==> src/rtl/mio_bridge_if.sv <==
// mio_bridge_if: CPU memory port and multi-slave bus seen by the memory/IO bridge.
interface mio_bridge_if #(
    parameter int N_SLAVES = 4,
    parameter int DATA_W   = 32,
    parameter int ADDR_W   = 32
);
    logic                         cpu_req;
    logic                         cpu_we;
    logic [ADDR_W-1:0]            cpu_addr;
    logic [DATA_W-1:0]            cpu_wdata;
    logic [DATA_W-1:0]            cpu_rdata;
    logic                         mio_ready;
    logic                         err;
    logic [N_SLAVES-1:0]          s_sel;
    logic                         s_we;
    logic [ADDR_W-1:0]            s_addr;
    logic [DATA_W-1:0]            s_wdata;
    logic [N_SLAVES*DATA_W-1:0]   s_rdata;
    logic [N_SLAVES-1:0]          s_ack;
    modport master (
        input  cpu_req, cpu_we, cpu_addr, cpu_wdata, s_rdata, s_ack,
        output cpu_rdata, mio_ready, err, s_sel, s_we, s_addr, s_wdata
    );
    modport slave (
        output cpu_req, cpu_we, cpu_addr, cpu_wdata, s_rdata, s_ack,
        input  cpu_rdata, mio_ready, err, s_sel, s_we, s_addr, s_wdata
    );
endinterface

==> src/rtl/mio_bridge.sv <==
// mio_bridge: decodes CPU accesses to N_SLAVES peripherals with per-slave wait states and ack.
// Optional access timeout is built when MIO_TIMEOUT_EN is defined.
module mio_bridge #(
    parameter int                    N_SLAVES    = 4,
    parameter int                    DATA_W      = 32,
    parameter int                    ADDR_W      = 32,
    parameter int                    SEL_HI      = 31,
    parameter int                    SEL_LO      = 28,
    parameter logic [4*N_SLAVES-1:0] WAIT_CYCLES = '0,
    parameter int                    TIMEOUT     = 255
) (
    input logic          clk,
    input logic          reset,
    mio_bridge_if.master bus
);
    localparam int SW = SEL_HI - SEL_LO + 1;
    localparam int IW = N_SLAVES > 1 ? $clog2(N_SLAVES) : 1;
    typedef enum logic [1:0] {IDLE, ACCESS, DONE} state_t;
    state_t              state_q, state_d;
    logic [N_SLAVES-1:0] sel_q, sel_d;
    logic                we_q, we_d;
    logic [ADDR_W-1:0]   addr_q, addr_d;
    logic [DATA_W-1:0]   wdata_q, wdata_d;
    logic [DATA_W-1:0]   rdata_q, rdata_d;
    logic                err_q, err_d;
    logic [IW-1:0]       idx_q, idx_d;
    logic [3:0]          wait_q, wait_d;
    logic [SW-1:0]       sel_idx;
    logic                hit;
    assign sel_idx = bus.cpu_addr[SEL_HI:SEL_LO];
    assign hit     = int'(sel_idx) < N_SLAVES;
`ifdef MIO_TIMEOUT_EN
    localparam int TO_W = $clog2(TIMEOUT + 1);
    logic [TO_W-1:0] to_q, to_d;
`else
    logic unused_timeout;
    assign unused_timeout = TIMEOUT != 0;
`endif
    always_comb begin
        state_d = state_q;
        sel_d   = sel_q;
        we_d    = we_q;
        addr_d  = addr_q;
        wdata_d = wdata_q;
        rdata_d = rdata_q;
        err_d   = err_q;
        idx_d   = idx_q;
        wait_d  = wait_q;
`ifdef MIO_TIMEOUT_EN
        to_d    = to_q;
`endif
        case (state_q)
            IDLE: if (bus.cpu_req) begin
                addr_d  = bus.cpu_addr;
                wdata_d = bus.cpu_wdata;
                we_d    = bus.cpu_we;
                idx_d   = IW'(sel_idx);
                err_d   = !hit;
                sel_d   = hit ? N_SLAVES'(1) << IW'(sel_idx) : '0;
                wait_d  = hit ? WAIT_CYCLES[4*IW'(sel_idx) +: 4] : 4'd0;
                rdata_d = hit ? rdata_q : '0;
                state_d = hit ? ACCESS : DONE;
`ifdef MIO_TIMEOUT_EN
                to_d    = '0;
`endif
            end
            ACCESS: begin
                if (wait_q != 4'd0) begin
                    wait_d = wait_q - 4'd1;
                end else if (bus.s_ack[idx_q]) begin
                    rdata_d = we_q ? rdata_q : bus.s_rdata[DATA_W*idx_q +: DATA_W];
                    sel_d   = '0;
                    we_d    = 1'b0;
                    state_d = DONE;
                end
`ifdef MIO_TIMEOUT_EN
                to_d = to_q + 1'b1;
                // Completion in the same cycle as the limit wins over the timeout.
                if (state_d == ACCESS && to_q == TO_W'(TIMEOUT - 1)) begin
                    rdata_d = '0;
                    err_d   = 1'b1;
                    sel_d   = '0;
                    we_d    = 1'b0;
                    state_d = DONE;
                end
`endif
            end
            DONE:    state_d = IDLE;
            default: state_d = IDLE;
        endcase
    end
    always_ff @(posedge clk or negedge reset) begin
        if (!reset) begin
            state_q <= IDLE;
            sel_q   <= '0;
            we_q    <= 1'b0;
            addr_q  <= '0;
            wdata_q <= '0;
            rdata_q <= '0;
            err_q   <= 1'b0;
            idx_q   <= '0;
            wait_q  <= 4'd0;
`ifdef MIO_TIMEOUT_EN
            to_q    <= '0;
`endif
        end else begin
            state_q <= state_d;
            sel_q   <= sel_d;
            we_q    <= we_d;
            addr_q  <= addr_d;
            wdata_q <= wdata_d;
            rdata_q <= rdata_d;
            err_q   <= err_d;
            idx_q   <= idx_d;
            wait_q  <= wait_d;
`ifdef MIO_TIMEOUT_EN
            to_q    <= to_d;
`endif
        end
    end
    assign bus.cpu_rdata = rdata_q;
    assign bus.mio_ready = state_q == DONE;
    assign bus.err       = err_q;
    assign bus.s_sel     = sel_q;
    assign bus.s_we      = we_q;
    assign bus.s_addr    = addr_q;
    assign bus.s_wdata   = wdata_q;
endmodule

==> src/flat_wrapper.sv <==
// flat-port wrapper written by rule: the top's interface ports become plain ports
module mio_bridge_flat 
#(
    parameter int                    N_SLAVES    = 4,
    parameter int                    DATA_W      = 32,
    parameter int                    ADDR_W      = 32,
    parameter int                    SEL_HI      = 31,
    parameter int                    SEL_LO      = 28,
    parameter logic [4*N_SLAVES-1:0] WAIT_CYCLES = '0,
    parameter int                    TIMEOUT     = 255
)
  (clk, reset, bus_cpu_req, bus_cpu_we, bus_cpu_addr, bus_cpu_wdata, bus_s_rdata, bus_s_ack, bus_cpu_rdata, bus_mio_ready, bus_err, bus_s_sel, bus_s_we, bus_s_addr, bus_s_wdata);
  mio_bridge_if #(.N_SLAVES(N_SLAVES), .DATA_W(DATA_W), .ADDR_W(ADDR_W)) bus_i ();
  input logic clk;
  input logic reset;
  input wire logic [$bits(bus_i.cpu_req)-1:0] bus_cpu_req;
  input wire logic [$bits(bus_i.cpu_we)-1:0] bus_cpu_we;
  input wire logic [$bits(bus_i.cpu_addr)-1:0] bus_cpu_addr;
  input wire logic [$bits(bus_i.cpu_wdata)-1:0] bus_cpu_wdata;
  input wire logic [$bits(bus_i.s_rdata)-1:0] bus_s_rdata;
  input wire logic [$bits(bus_i.s_ack)-1:0] bus_s_ack;
  output wire logic [$bits(bus_i.cpu_rdata)-1:0] bus_cpu_rdata;
  output wire logic [$bits(bus_i.mio_ready)-1:0] bus_mio_ready;
  output wire logic [$bits(bus_i.err)-1:0] bus_err;
  output wire logic [$bits(bus_i.s_sel)-1:0] bus_s_sel;
  output wire logic [$bits(bus_i.s_we)-1:0] bus_s_we;
  output wire logic [$bits(bus_i.s_addr)-1:0] bus_s_addr;
  output wire logic [$bits(bus_i.s_wdata)-1:0] bus_s_wdata;
  assign bus_i.cpu_req = bus_cpu_req;
  assign bus_i.cpu_we = bus_cpu_we;
  assign bus_i.cpu_addr = bus_cpu_addr;
  assign bus_i.cpu_wdata = bus_cpu_wdata;
  assign bus_i.s_rdata = bus_s_rdata;
  assign bus_i.s_ack = bus_s_ack;
  assign bus_cpu_rdata = bus_i.cpu_rdata;
  assign bus_mio_ready = bus_i.mio_ready;
  assign bus_err = bus_i.err;
  assign bus_s_sel = bus_i.s_sel;
  assign bus_s_we = bus_i.s_we;
  assign bus_s_addr = bus_i.s_addr;
  assign bus_s_wdata = bus_i.s_wdata;
  mio_bridge #(.N_SLAVES(N_SLAVES), .DATA_W(DATA_W), .ADDR_W(ADDR_W), .SEL_HI(SEL_HI), .SEL_LO(SEL_LO), .WAIT_CYCLES(WAIT_CYCLES), .TIMEOUT(TIMEOUT)) u_core (.clk(clk), .reset(reset), .bus(bus_i));
endmodule
==> config.mk <==
export PLATFORM = sky130hd
export DESIGN_NAME = mio_bridge_flat
export DESIGN_NICKNAME = d
export VERILOG_FILES = /design/src/rtl/mio_bridge_if.sv /design/src/rtl/mio_bridge.sv /design/src/flat_wrapper.sv
export SDC_FILE = /design/constraint.sdc
export NUM_CORES = 1
export LEC_CHECK = 0
export ABC_AREA = 1
export BUFFER_PORTS_ARGS = -buffer_cell sky130_fd_sc_hd__clkbuf_2
export CORE_AREA = 2 2 117 119
export CTS_CLUSTER_SIZE = 30
export DETAILED_ROUTE_END_ITERATION = 16
export DIE_AREA = 0 0 119 121
export GPL_TIMING_DRIVEN = 0
export PLACE_DENSITY = 0.78
export SLEW_MARGIN = 20
export SYNTH_ARGS = -nofsm -noshare
export SYNTH_HDL_FRONTEND = slang
export SYNTH_SLANG_ARGS = --single-unit
==> constraint.sdc <==
create_clock -name clk -period 1.7 [get_ports clk]
set_input_delay 0.17 -clock clk [delete_from_list [all_inputs] [get_ports clk]]
set_output_delay 0.17 -clock clk [all_outputs]
set_load 0.03 [all_outputs]
==> results.md, run 1 <==
- Routed vias: around 6000
- Clock Skew: between 4 and 5 ps
- Total power draw: between 10 and 15 mW
- Reg2reg setup slack: roughly 97 ps
- Non-filler instance count after layout: 1219
- Row cnt: 42
- Fin util: between 50% and 60%
- Max-cap violations: 0
- Distinct cells, synth: 21
- Worst Hold End: u_core.bus.s_wdata[12]
- Least-Margin Pin Slew: roughly 630 ps
- Synth warn: 0
- Drt first pass iters: 5
- Die ar.: ~14000 um2
- Mapped cell area: about 5300 um2
- Detail Placement HPWL: approximately 13000 um
- CTS Buf Count: 9
- Iter 0 DRT Violations: roughly 500
- Global-route wire length before repair: 28300 um
- Syn_nets: between 900 and 1000
- Total gr overflow: 0
- Worst relative slew slack: between 50 and 60%
- Worst hold path class: input port to flip-flop
- CTS tree: built
- R2R Path Start: u_core.idx_q[0]
- Drc violations: 0
- Core area: about 13000 um2
- CP startpoint kind: flip-flop
- Antenna cells: 0
- Clock Tree Root: clkbuf_16
- Placed insts: 1185
- Setup crit end kind: flip-flop
- FF-to-FF path depth: 7
- Area after DPL: 7060 um2
- Largest net degree at the start of global routing: 60
- Post-Syn Instances: 706
- Port Buffers: 302
- Commonest non-fill, non-tap cell in the layout: nand2_1
- Post-route ant nets: 0
- Die height: between 100 and 150 um
- GP Congestion: about 0.94
- Hold Violations, Final: 0
- WS Path Type: flip-flop to flip-flop
- Critical path peak fanout: 10
- Lkg Pwr: about 4.5 nW
- GRT Total Usage: between 20% and 30%
- Final Setup Violations: 0
- WL/cell: approximately 15 um
- Worst EP required: a little under 2000 ps
- Clock latency on the worst-skew pair: about 350 ps
- Most frequent cells in the layout: nand2_1 (399), clkbuf_2 (304), dfrtp_1 (107), a21oi_1 (66), a211oi_1 (28)
- Hold slack final: 15.4 ps
- Hold Path Cell Cnt: 3
- Worst VDD drop: between 1 and 1.5 mV
- Reg2reg end: u_core.bus.cpu_rdata[10]
- Syn Area/Cell: around 7.5 um2
- Final instance area: 7590 um2
- Htree depth: 3
- Starting Density: between 40% and 50%
- Flops & latches, synth: around 110
- RSZ-0062 raised after global routing: true
- Final Max Slew Viols: 0
- Final WL: ~18000 um
- Seq/Total Area, Yosys: between 50 and 60%
- Final period utilization: between 90% and 100%
- Power per cell area: about 1800 nW/um2
- # IOs: ~300
- Hold Path Origin: bus_cpu_wdata[12]
- Clk slew on worst S/H paths: approximately 70 ps
- Outcome: completed
- Min Tclk post-route: about 1600 ps
- Clk buf depth: 2
- Layout cells sized above 1: 36.0%
- Initial antenna violation count: 0
- Vias in the first global route: approximately 5800
- Worst EP arrival: approximately 1900 ps
- CTS Sinks: approximately 110
- Die width: 119 um
- Post-synthesis to final-layout area growth: 43.2%
- Final nets: 1240
- Via density: between 4 and 5
- Number of fill cells: 1267
- Fmax: ~620 MHz
==> worst max path at each step <==
stage	startpoint	to	depth (start not counted)
after detailed placement	u_core.wait_q[0]	u_core.bus.cpu_rdata[10]	8
after floorplan	u_core.idx_q[0]	u_core.bus.cpu_rdata[18]	6
final	u_core.idx_q[0]	u_core.bus.cpu_rdata[10]	7
after global routing	u_core.wait_q[0]	u_core.bus.cpu_rdata[17]	9
after global placement	reset	u_core.bus.s_wdata[10]	1
after CTS	u_core.idx_q[0]	u_core.bus.cpu_rdata[17]	7
==> registers in the layout, indices dropped and copies added (netlist names) <==
register	cells
u_core.idx_q	1
u_core.bus.err	1
u_core.bus.s_we	1
u_core.bus.s_addr	31
u_core.bus.s_wdata	32
u_core.bus.s_sel	4
u_core.wait_q	4
u_core.bus.cpu_rdata	32
u_core.state_q	2
==> where the power goes <==
part / internal (mW) / switching (mW) / total (mW) / leakage (nW)
Clock: 1.10 / 0.973 / 2.07 / 0.148
Combinational: 2.19 / 5.26 / 7.45 / 2.94
Sequential: 3.59 / 0.611 / 4.20 / 1.39
==> area by class of cell <==
class / count / area, um2 / area share, %
Sequential cell: 108 / 2700 / 35.6
Multi-Input combinational cell: 537 / 2320 / 30.6
Timing Repair Buffer: 321 / 1730 / 22.7
Buffer: 45 / 256 / 3.38
Clock buffer: 11 / 253 / 3.33
Tap cell: 176 / 220 / 2.90
Inverter: 16 / 60.1 / 0.792
Clock inverter: 5 / 42.5 / 0.561
==> repair_timing <==
action / in CTS / in global routing
endpoints found under the hold margin: 65 / 0
buffers inserted: 1 / 0
gates resized for setup: 1 / 21
pin swaps: 1 / 0
gates cloned: 0 / 0
endpoints found under the setup margin: 30 / 35
hold buffers: 17 / 0
==> synth_stat cells <==
library cell | instances | share of area (%)
nand3_2 | 2 | 0.38
nor2_4 | 1 | 0.21
buf_4 | 7 | 0.99
a211oi_1 | 32 | 4.5
nand3b_1 | 1 | 0.14
nand4_1 | 5 | 0.59
ha_1 | 2 | 0.47
buf_1 | 3 | 0.21
nand2_1 | 399 | 28
dfrtp_1 | 108 | 51
nand3_1 | 5 | 0.47
nand2_2 | 3 | 0.35
nor3_1 | 3 | 0.28
nor2_1 | 7 | 0.50
clkbuf_1 | 8 | 0.57
buf_2 | 27 | 2.6
o21ai_0 | 10 | 0.94
inv_2 | 4 | 0.28
inv_1 | 12 | 0.85
a21oi_1 | 66 | 6.2
nor2_2 | 1 | 0.12
==> metrics by stage <==
stage | TNS (ps) | worst slack, ps
final | 0 | 96.5
after global placement | -119520 | -1110
after detailed placement | -1410 | -64.1
after CTS | 0 | 3.93
after floorplan | 0 | 272
after global routing | -24.6 | -7.32
==> cell families (layout without fill, tap and decap cells) <==
| kind of cell | count (synthesis) | count (layout) | share of synthesized area [%] |
|---|---|---|---|
| and+or+nand+nor | 427 | 427 | 31.3 |
| AOI/OAI and AO/OA | 108 | 108 | 11.7 |
| DFF | 108 | 108 | 51.0 |
| buffers and inverters | 61 | 398 | 5.46 |
| adders and majority gates | 2 | 2 | 0.472 |
==> critical path, cell delays in order (launching register included) <==
cell and delay (ps):
dfrtp_2 460, inv_2 80, buf_2 220, buf_2 260, nand2_1 80, a211oi_1 270
nand2_1 100, nand2_1 70
==> per-layer routing <==
layer	up-vias	GRT usage (%)	routed length [um]
li1	2915	-	-
met1	2672	31.8	7710
met2	219	39.5	8330
met3	56	5.12	966
met4	0	12.9	779
met5	-	0	0
No activity file was read; power rests on OpenSTA's default activity.
==> inputs of run 2 (changes only) <==
--- a/config.mk
+++ b/config.mk
@@ -5,15 +5,15 @@
 export SDC_FILE = /design/constraint.sdc
 export NUM_CORES = 1
 export LEC_CHECK = 0
-export ABC_AREA = 1
 export BUFFER_PORTS_ARGS = -buffer_cell sky130_fd_sc_hd__clkbuf_2
-export CORE_AREA = 2 2 117 119
+export CORE_AREA = 2 2 118 120
 export CTS_CLUSTER_SIZE = 30
 export DETAILED_ROUTE_END_ITERATION = 16
-export DIE_AREA = 0 0 119 121
+export DIE_AREA = 0 0 120 122
 export GPL_TIMING_DRIVEN = 0
-export PLACE_DENSITY = 0.78
+export PLACE_DENSITY = 0.76
 export SLEW_MARGIN = 20
 export SYNTH_ARGS = -nofsm -noshare
 export SYNTH_HDL_FRONTEND = slang
 export SYNTH_SLANG_ARGS = --single-unit
+export TNS_END_PERCENT = 5
==> results.md, run 2 <==
- Outcome: finished with violations (was completed)
- Failing checks: negative setup slack
- Global-route wire length before repair: 23600 um (was 28300 um)
- Pint: 8.72 mW (was 6.88 mW)
- Antenna cells: 0 (unchanged)
- Final instance area: 7720 um2 (was 7590 um2)
- WS Path Type: flip-flop to flip-flop (unchanged)
- Worst EP required: 1960 ps (was 1990 ps)
- Worst VDD drop: 1.01 mV (was 1.34 mV)
- Drt first pass iters: 6 (was 5)
- CP startpoint kind: flip-flop (unchanged)
- Max-cap violations: 0 (unchanged)
- Seq/Total Area, Yosys: 51.8% (was 51.0%)
- Most frequent cells in the layout: clkbuf_2 (303), dfrtp_1 (105), mux2_2 (66), nand2_1 (36) (was nand2_1 (399), clkbuf_2 (304), dfrtp_1 (107), a21oi_1 (66), a211oi_1 (28))
- Fmax: 543 MHz (was 624 MHz)
- Crit-path cells: inv_2, ha_4, nor3b_4, o22ai_4, buf_6, or2_0, buf_4, o31ai_1 (was inv_2, buf_2, buf_2, nand2_1, a211oi_1, nand2_1, nand2_1)
- Synth warn: 0 (unchanged)
- Lkg Pwr: 3.83 nW (was 4.48 nW)
- Drc violations: 0 (unchanged)
- CTS tree: built (unchanged)
- Total power draw: 15.6 mW (was 13.7 mW)
- Port Buffers: 302 (unchanged)
- Clock latency on the worst-skew pair: 350 ps (about the same)
- Worst Setup Slack, final: -142 ps (was 96.5 ps)
- Synth area leader: dfrtp_1 (unchanged)
- CTS Sinks: 108 (unchanged)
- GP Congestion: 0.844 (was 0.942)
- Clock Tree Root: clkbuf_16 (unchanged)
- Initial antenna violation count: 0 (unchanged)
- Least-Margin Pin Slew: 570 ps (was 632 ps)
- Critical path peak fanout: 6 (was 10)
- Final Setup Violations: 39 (was 0)
- Distinct cells, synth: 36 (was 21)
- Clock Skew: 5.94 ps (was 4.45 ps)
- Min Tclk post-route: 1840 ps (was 1600 ps)
- Layout cells sized above 1: 66.0% (was 36.0%)
- Final WL: 16200 um (was 17800 um)
- Sequential fraction of design power: 28.7% (was 30.6%)
- Power per cell area: 2020 nW/um2 (was 1810 nW/um2)
- Core area: 13500 um2 (was 13100 um2)
- Largest stage delay on the critical path: 400 ps (was 460 ps)
- Detail Placement HPWL: 12700 um (was 13500 um)
- Die height: 122 um (was 121 um)
- Flops & latches, synth: 108 (unchanged)
- Most frequent cells after synthesis: dfrtp_1 (108), mux2_2 (66), nand2_1 (36), inv_1 (34), mux2i_1 (33) (was nand2_1 (399), dfrtp_1 (108), a21oi_1 (66), a211oi_1 (32), buf_2 (27))
- RSZ-0062 raised after global routing: true (unchanged)
- Setup crit end kind: flip-flop (unchanged)
- CTS Buf Count: 9 (unchanged)
- Die ar.: 14600 um2 (was 14400 um2)
- Worst EP arrival: 2100 ps (was 1890 ps)
- Commonest non-fill, non-tap cell in the layout: clkbuf_2 (was nand2_1)
- Vias in the first global route: 4504 (was 5760)
- Final nets: 917 (was 1240)
- Mapped cell area: 5220 um2 (was 5300 um2)
- Hold Violations, Final: 0 (unchanged)
- Post-route ant nets: 0 (unchanged)
- Top cell type's share of synthesized area: 51.8% (was 51.0%)
- Largest net degree at the start of global routing: 56 (was 60)
- Asr flop ratio synth: 100% (unchanged)
- GRT Total Usage: 21.0% (was 24.8%)
- Area after DPL: 7020 um2 (was 7060 um2)
- Placed insts: 860 (was 1185)
- Syn_nets: 579 (was 908)
- Row cnt: 43 (was 42)
- Starting Density: 38.7% (was 40.5%)
- Post-synthesis to final-layout area growth: 47.8% (was 43.2%)
- Clk slew on worst S/H paths: 80 ps (was 70 ps)
- Worst relative slew slack: 61.9% (was 57.9%)
- Sw frac: 44.1% (was 49.9%)
- Die width: 120 um (was 119 um)
- WL/cell: 18.0 um (was 14.6 um)
- Combinational group share of total power: 58.1% (was 54.3%)
- Sw power: 6.88 mW (was 6.85 mW)
- Main synth FF type: dfrtp_1 (unchanged)
- Fin util: 57.2% (was 58.0%)
- Worst hold path class: input port to flip-flop (unchanged)
- Most frequent cell after synthesis: dfrtp_1 (was nand2_1)
- Final period utilization: 108% (was 94.3%)
- Syn Area/Cell: 13.8 um2 (was 7.50 um2)
- Clock power share: 13.2% (was 15.1%)
- Routed vias: 4483 (was 5862)
- Final Max Slew Viols: 0 (unchanged)
- Total gr overflow: 0 (unchanged)
- Iter 0 DRT Violations: 239 (was 486)
- Post-Syn Instances: 377 (was 706)
- Aggregate negative setup slack: -3080 ps (was 0 ps)
- Critical path's slowest cell: dfrtp_1 (was dfrtp_2)
- Top post-synthesis cells by area: dfrtp_1 (52%), mux2_2 (14%), mux4_2 (14%) (was dfrtp_1 (51%), nand2_1 (28%), a21oi_1 (6.2%))
- # IOs: 303 (unchanged)
- Via density: 4.98 (was 4.81)
- Htree depth: 3 (unchanged)
- Non-filler instance count after layout: 900 (was 1219)
- Clk buf depth: 2 (unchanged)
- Post-synth EDFFs: 0 (unchanged)
-- run 2: changes by cell type after synthesis, moves of 4 or more --
| cell | delta |
|---|---|
| mux2_2 | +66 |
| a21oi_1 | -64 |
| a211oi_1 | -32 |
| buf_2 | -16 |
| nand4_1 | -4 |
| buf_4 | -7 |
| inv_1 | +22 |
| mux2i_1 | +33 |
| inv_2 | -4 |
| nor2_1 | -5 |
| nand2_1 | -363 |
| mux4_2 | +32 |
-- run 2: metrics by stage --
stage	setup WS [ps]	hold slack [ps]
4_1_cts	-137	27.1
5_1_grt	-207	26.6
3_3_place_gp	-1210	402
3_5_place_dp	-467	158
2_1_floorplan	-61.4	-126
6_report	-142	38.5
-- run 2: worst max-delay path: cells and delay by family, from the launching register on --
kind / cells / cell delay (ps)
adders and majority gates: 1 / 130
DFF: 1 / 400
and+or+nand+nor: 2 / 460
buffers and inverters: 3 / 400
AOI/OAI and AO/OA: 2 / 360
-- run 2: layer usage --
| metal | up-vias | track usage, % | wire (um) |
|---|---|---|---|
| li1 | 2018 | - | - |
| met1 | 2203 | 24.2 | 5990 |
| met2 | 228 | 36.3 | 8430 |
| met3 | 34 | 5.81 | 1310 |
| met4 | 0 | 9.78 | 516 |
| met5 | - | 0 | 0 |
-- run 2: worst paths after layout --
kind | startpoint | endpoint | slack [ps] | depth (start not counted)
worst max-delay path | u_core.wait_q[0] | u_core.bus.s_sel[2] | -140 | 8
min in group asynchronous | reset | u_core.bus.s_addr[9] | 330 | 2
max in group asynchronous | reset | u_core.bus.s_addr[29] | 730 | 3
worst min-delay path | bus_cpu_we | u_core.bus.s_we | 40 | 3
worst max register to register | u_core.wait_q[0] | u_core.bus.s_sel[2] | -140 | 8
worst min register to register | u_core.bus.err | u_core.bus.err | 500 | 1
-- run 2: timing repair --
| action | CTS | global route |
|---|---|---|
| pin swaps | 5 | 4 |
| endpoints found under the hold margin | 53 | 0 |
| cloned | 0 | 3 |
| resized for setup | 27 | 15 |
| setup endpoints to repair | 106 | 50 |
| buffers inserted | 9 | 14 |
| hold buffers | 1 | 0 |
-- run 2: kinds of logic (layout without fill, tap and decap cells) --
logic type / count (synthesis) / count (layout) / share of synthesized area [%]
buffers and inverters: 59 / 402 / 4.96
AOI/OAI and AO/OA: 21 / 21 / 3.04
xor gates and xnor gates: 1 / 1 / 0.168
adders and majority gates: 2 / 2 / 0.479
muxes: 131 / 131 / 34.4
DFF: 108 / 108 / 51.8
and+or+nand+nor: 55 / 55 / 5.22
-- run 2: power groups by stage --
stage	combinational (mW)	clock [mW]	sequential, mW
3_5_place_dp	8.17	0	4.47
6_report	9.07	2.06	4.47
5_1_grt	9.61	2.25	4.62
3_3_place_gp	8.01	0	4.40
2_1_floorplan	3.61	0	6.65
4_1_cts	8.52	2.13	4.48
-- run 2: layout make-up --
type | instances | area [um2]
plain buffers | 22 | 201
clock buffers | 9 | 225
clock inverters | 7 | 68.8
fillers | 1116 | 5790
inverters | 34 | 128
multi-input cells | 210 | 2330
flip-flops and latches | 108 | 2710
well taps | 180 | 225
repair buffers | 330 | 1840
==> inputs of run 3 (changes only) <==
--- a/config.mk
+++ b/config.mk
@@ -5,7 +5,7 @@
 export SDC_FILE = /design/constraint.sdc
 export NUM_CORES = 1
 export LEC_CHECK = 0
-export BUFFER_PORTS_ARGS = -buffer_cell sky130_fd_sc_hd__clkbuf_2
+export BUFFER_PORTS_ARGS = -buffer_cell sky130_fd_sc_hd__buf_2
 export CORE_AREA = 2 2 118 120
 export CTS_CLUSTER_SIZE = 30
 export DETAILED_ROUTE_END_ITERATION = 16
==> results.md, run 3 (same netlist as run 2, synthesis figures left out) <==
- Outcome: finished with violations (unchanged)
- Failing checks: negative setup slack (unchanged)
- Critical path peak fanout: 6 (unchanged)
- # IOs: 303 (unchanged)
- Worst VDD drop: 1.22 mV (was 1.01 mV)
- Iter 0 DRT Violations: 144 (was 239)
- Final Max Slew Viols: 0 (unchanged)
- CP startpoint kind: flip-flop (unchanged)
- Clock Skew: 7.97 ps (was 5.94 ps)
- Worst relative slew slack: 61.5% (was 61.9%)
- Final period utilization: 108% (about the same)
- Clk slew on worst S/H paths: 80 ps (about the same)
- Total power draw: 15.7 mW (was 15.6 mW)
- Core area: 13500 um2 (unchanged)
- Die height: 122 um (unchanged)
- Reg area: 2710 um2 (unchanged)
- Post-route ant nets: 0 (unchanged)
- GP Congestion: 0.843 (was 0.844)
- Initial antenna violation count: 5 (was 0)
- CTS Buf Count: 9 (unchanged)
- Detail Placement HPWL: 12800 um (was 12700 um)
- RSZ-0062 raised after global routing: true (unchanged)
- Setup crit end kind: flip-flop (unchanged)
- Least-Margin Pin Slew: 577 ps (was 570 ps)
- Htree depth: 3 (unchanged)
- GRT Total Usage: 21.6% (was 21.0%)
- Drt first pass iters: 6 (unchanged)
- Most frequent cells in the layout: buf_2 (303), dfrtp_1 (105), mux2_2 (66), nand2_1 (36) (was clkbuf_2 (303), dfrtp_1 (105), mux2_2 (66), nand2_1 (36))
- WS Path Type: flip-flop to flip-flop (unchanged)
- Starting Density: 38.7% (unchanged)
- Worst EP arrival: 2090 ps (was 2100 ps)
- Clock latency on the worst-skew pair: 350 ps (about the same)
- Die ar.: 14600 um2 (unchanged)
- Commonest non-fill, non-tap cell in the layout: buf_2 (was clkbuf_2)
- Final instance area: 7730 um2 (was 7720 um2)
- WL/cell: 18.0 um (about the same)
- Reg2reg setup slack: -140 ps (about the same)
- Post-synthesis to final-layout area growth: 48.1% (was 47.8%)
- R2R Path Start: u_core.wait_q[0] (unchanged)
- Port Buffers: 302 (unchanged)
- Area after DPL: 7020 um2 (about the same)
- CTS Sinks: 108 (unchanged)
- Max-cap violations: 0 (unchanged)
- Clk buf depth: 2 (unchanged)
- Layout cells sized above 1: 66.5% (was 66.0%)
- Final Setup Violations: 54 (was 39)
- Worst hold path class: input port to flip-flop (unchanged)
- Number of fill cells: 1148 (was 1116)
- Vias in the first global route: 4646 (was 4504)
- CTS tree: built (unchanged)
- Fmax: 543 MHz (about the same)
- Reg2reg end: u_core.bus.s_sel[0] (was u_core.bus.s_sel[2])
- Placed insts: 860 (unchanged)
- FF-to-FF path depth: 8 (unchanged)
- Total gr overflow: 0 (unchanged)
- Routed vias: 4496 (was 4483)
- Worst Setup Slack, final: -143 ps (was -142 ps)
- Die width: 120 um (unchanged)
- Row cnt: 43 (unchanged)
- Fin util: 57.3% (was 57.2%)
- Worst EP required: 1950 ps (was 1960 ps)
- Worst setup path startpoint: u_core.wait_q[0] (unchanged)
- Global-route wire length before repair: 23900 um (was 23600 um)
- Non-filler instance count after layout: 903 (was 900)
- Final WL: 16300 um (was 16200 um)
- CP endpoint: u_core.bus.s_sel[0] (was u_core.bus.s_sel[2])
- Clock Tree Root: clkbuf_16 (unchanged)
- Hold Violations, Final: 0 (unchanged)
- Lkg Pwr: 3.79 nW (was 3.83 nW)
- Drc violations: 0 (unchanged)
- Largest net degree at the start of global routing: 58 (was 56)
- Multi-input gate area: 2350 um2 (was 2330 um2)
- Power per cell area: 2030 nW/um2 (was 2020 nW/um2)
- Min Tclk post-route: 1840 ps (about the same)
- Final nets: 916 (was 917)
- Via density: 4.98 (about the same)
run 3: cell count changes in the layout (fill, tap and decap cells not counted), sizes merged:
cell      before  now
buf           38  339
clkbuf       322   20
bufinv         0    1
clkinvlp       0    3
diode          0    4
inv           38   36
clkinv         3    1
run 3: critical path, stage by stage (launching register included):
cell     delay (ps)
dfrtp_1         400
inv_2            90
ha_4            130
nor3b_4         230
o22ai_4         130
buf_6           140
or2_0           190
buf_4           160
o41ai_4         270
run 3: worst min-delay path by stage:
| stage | from | to | slack, ps | cells past startpoint |
|---|---|---|---|---|
| floorplan | reset | u_core.bus.cpu_rdata[0] | -130 | 0 |
| global placement | bus_cpu_addr[19] | u_core.bus.s_addr[19] | 400 | 2 |
| detailed placement | reset | u_core.bus.s_addr[10] | 150 | 1 |
| CTS | bus_cpu_addr[13] | u_core.bus.s_addr[13] | 30 | 2 |
| global route | bus_cpu_addr[12] | u_core.bus.s_addr[12] | 30 | 2 |
| finish | bus_cpu_addr[12] | u_core.bus.s_addr[12] | 50 | 2 |
run 3: routing by layer:
metal	GRT usage, %	wire [um]	vias to the layer above
met3	6.13	1340	43
met2	37.0	8310	239
met1	24.7	6080	2184
met4	11.0	561	2
li1	-	-	2028
met5	0	13	-
run 3: through the flow:
stage | hold WS (ps) | setup TNS (ps) | worst slack, ps
after floorplan | -126 | -2110 | -61.4
after global routing | 34.5 | -7130 | -235
after detailed placement | 155 | -32010 | -492
final | 45.8 | -3260 | -143
after global placement | 401 | -103960 | -898
after CTS | 29.8 | -2820 | -125
run 3: layout make-up:
class	instances	area share [%]
timing repair buffer	328	23.0
antenna	4	0.129
clock inverter	7	1.08
multi-input combinational	210	30.4
buffer	23	2.83
clock buffer	9	2.91
sequential	108	35.0
tap	180	2.91
inverter	34	1.65
run 3: power breakdown:
group / internal (mW) / total (mW) / leakage [nW] / switching [mW]
clock: 1.17 / 2.16 / 0.142 / 0.998
combinational: 3.94 / 9.12 / 2.30 / 5.19
sequential: 3.75 / 4.39 / 1.35 / 0.643
run 3: repair_timing:
item,CTS,global route
hold buffers,1,0
pin swaps,6,6
hold endpoints to repair,51,0
cloned,0,1
setup endpoints to repair,106,60
gates resized for setup,28,22
setup buffers,8,15
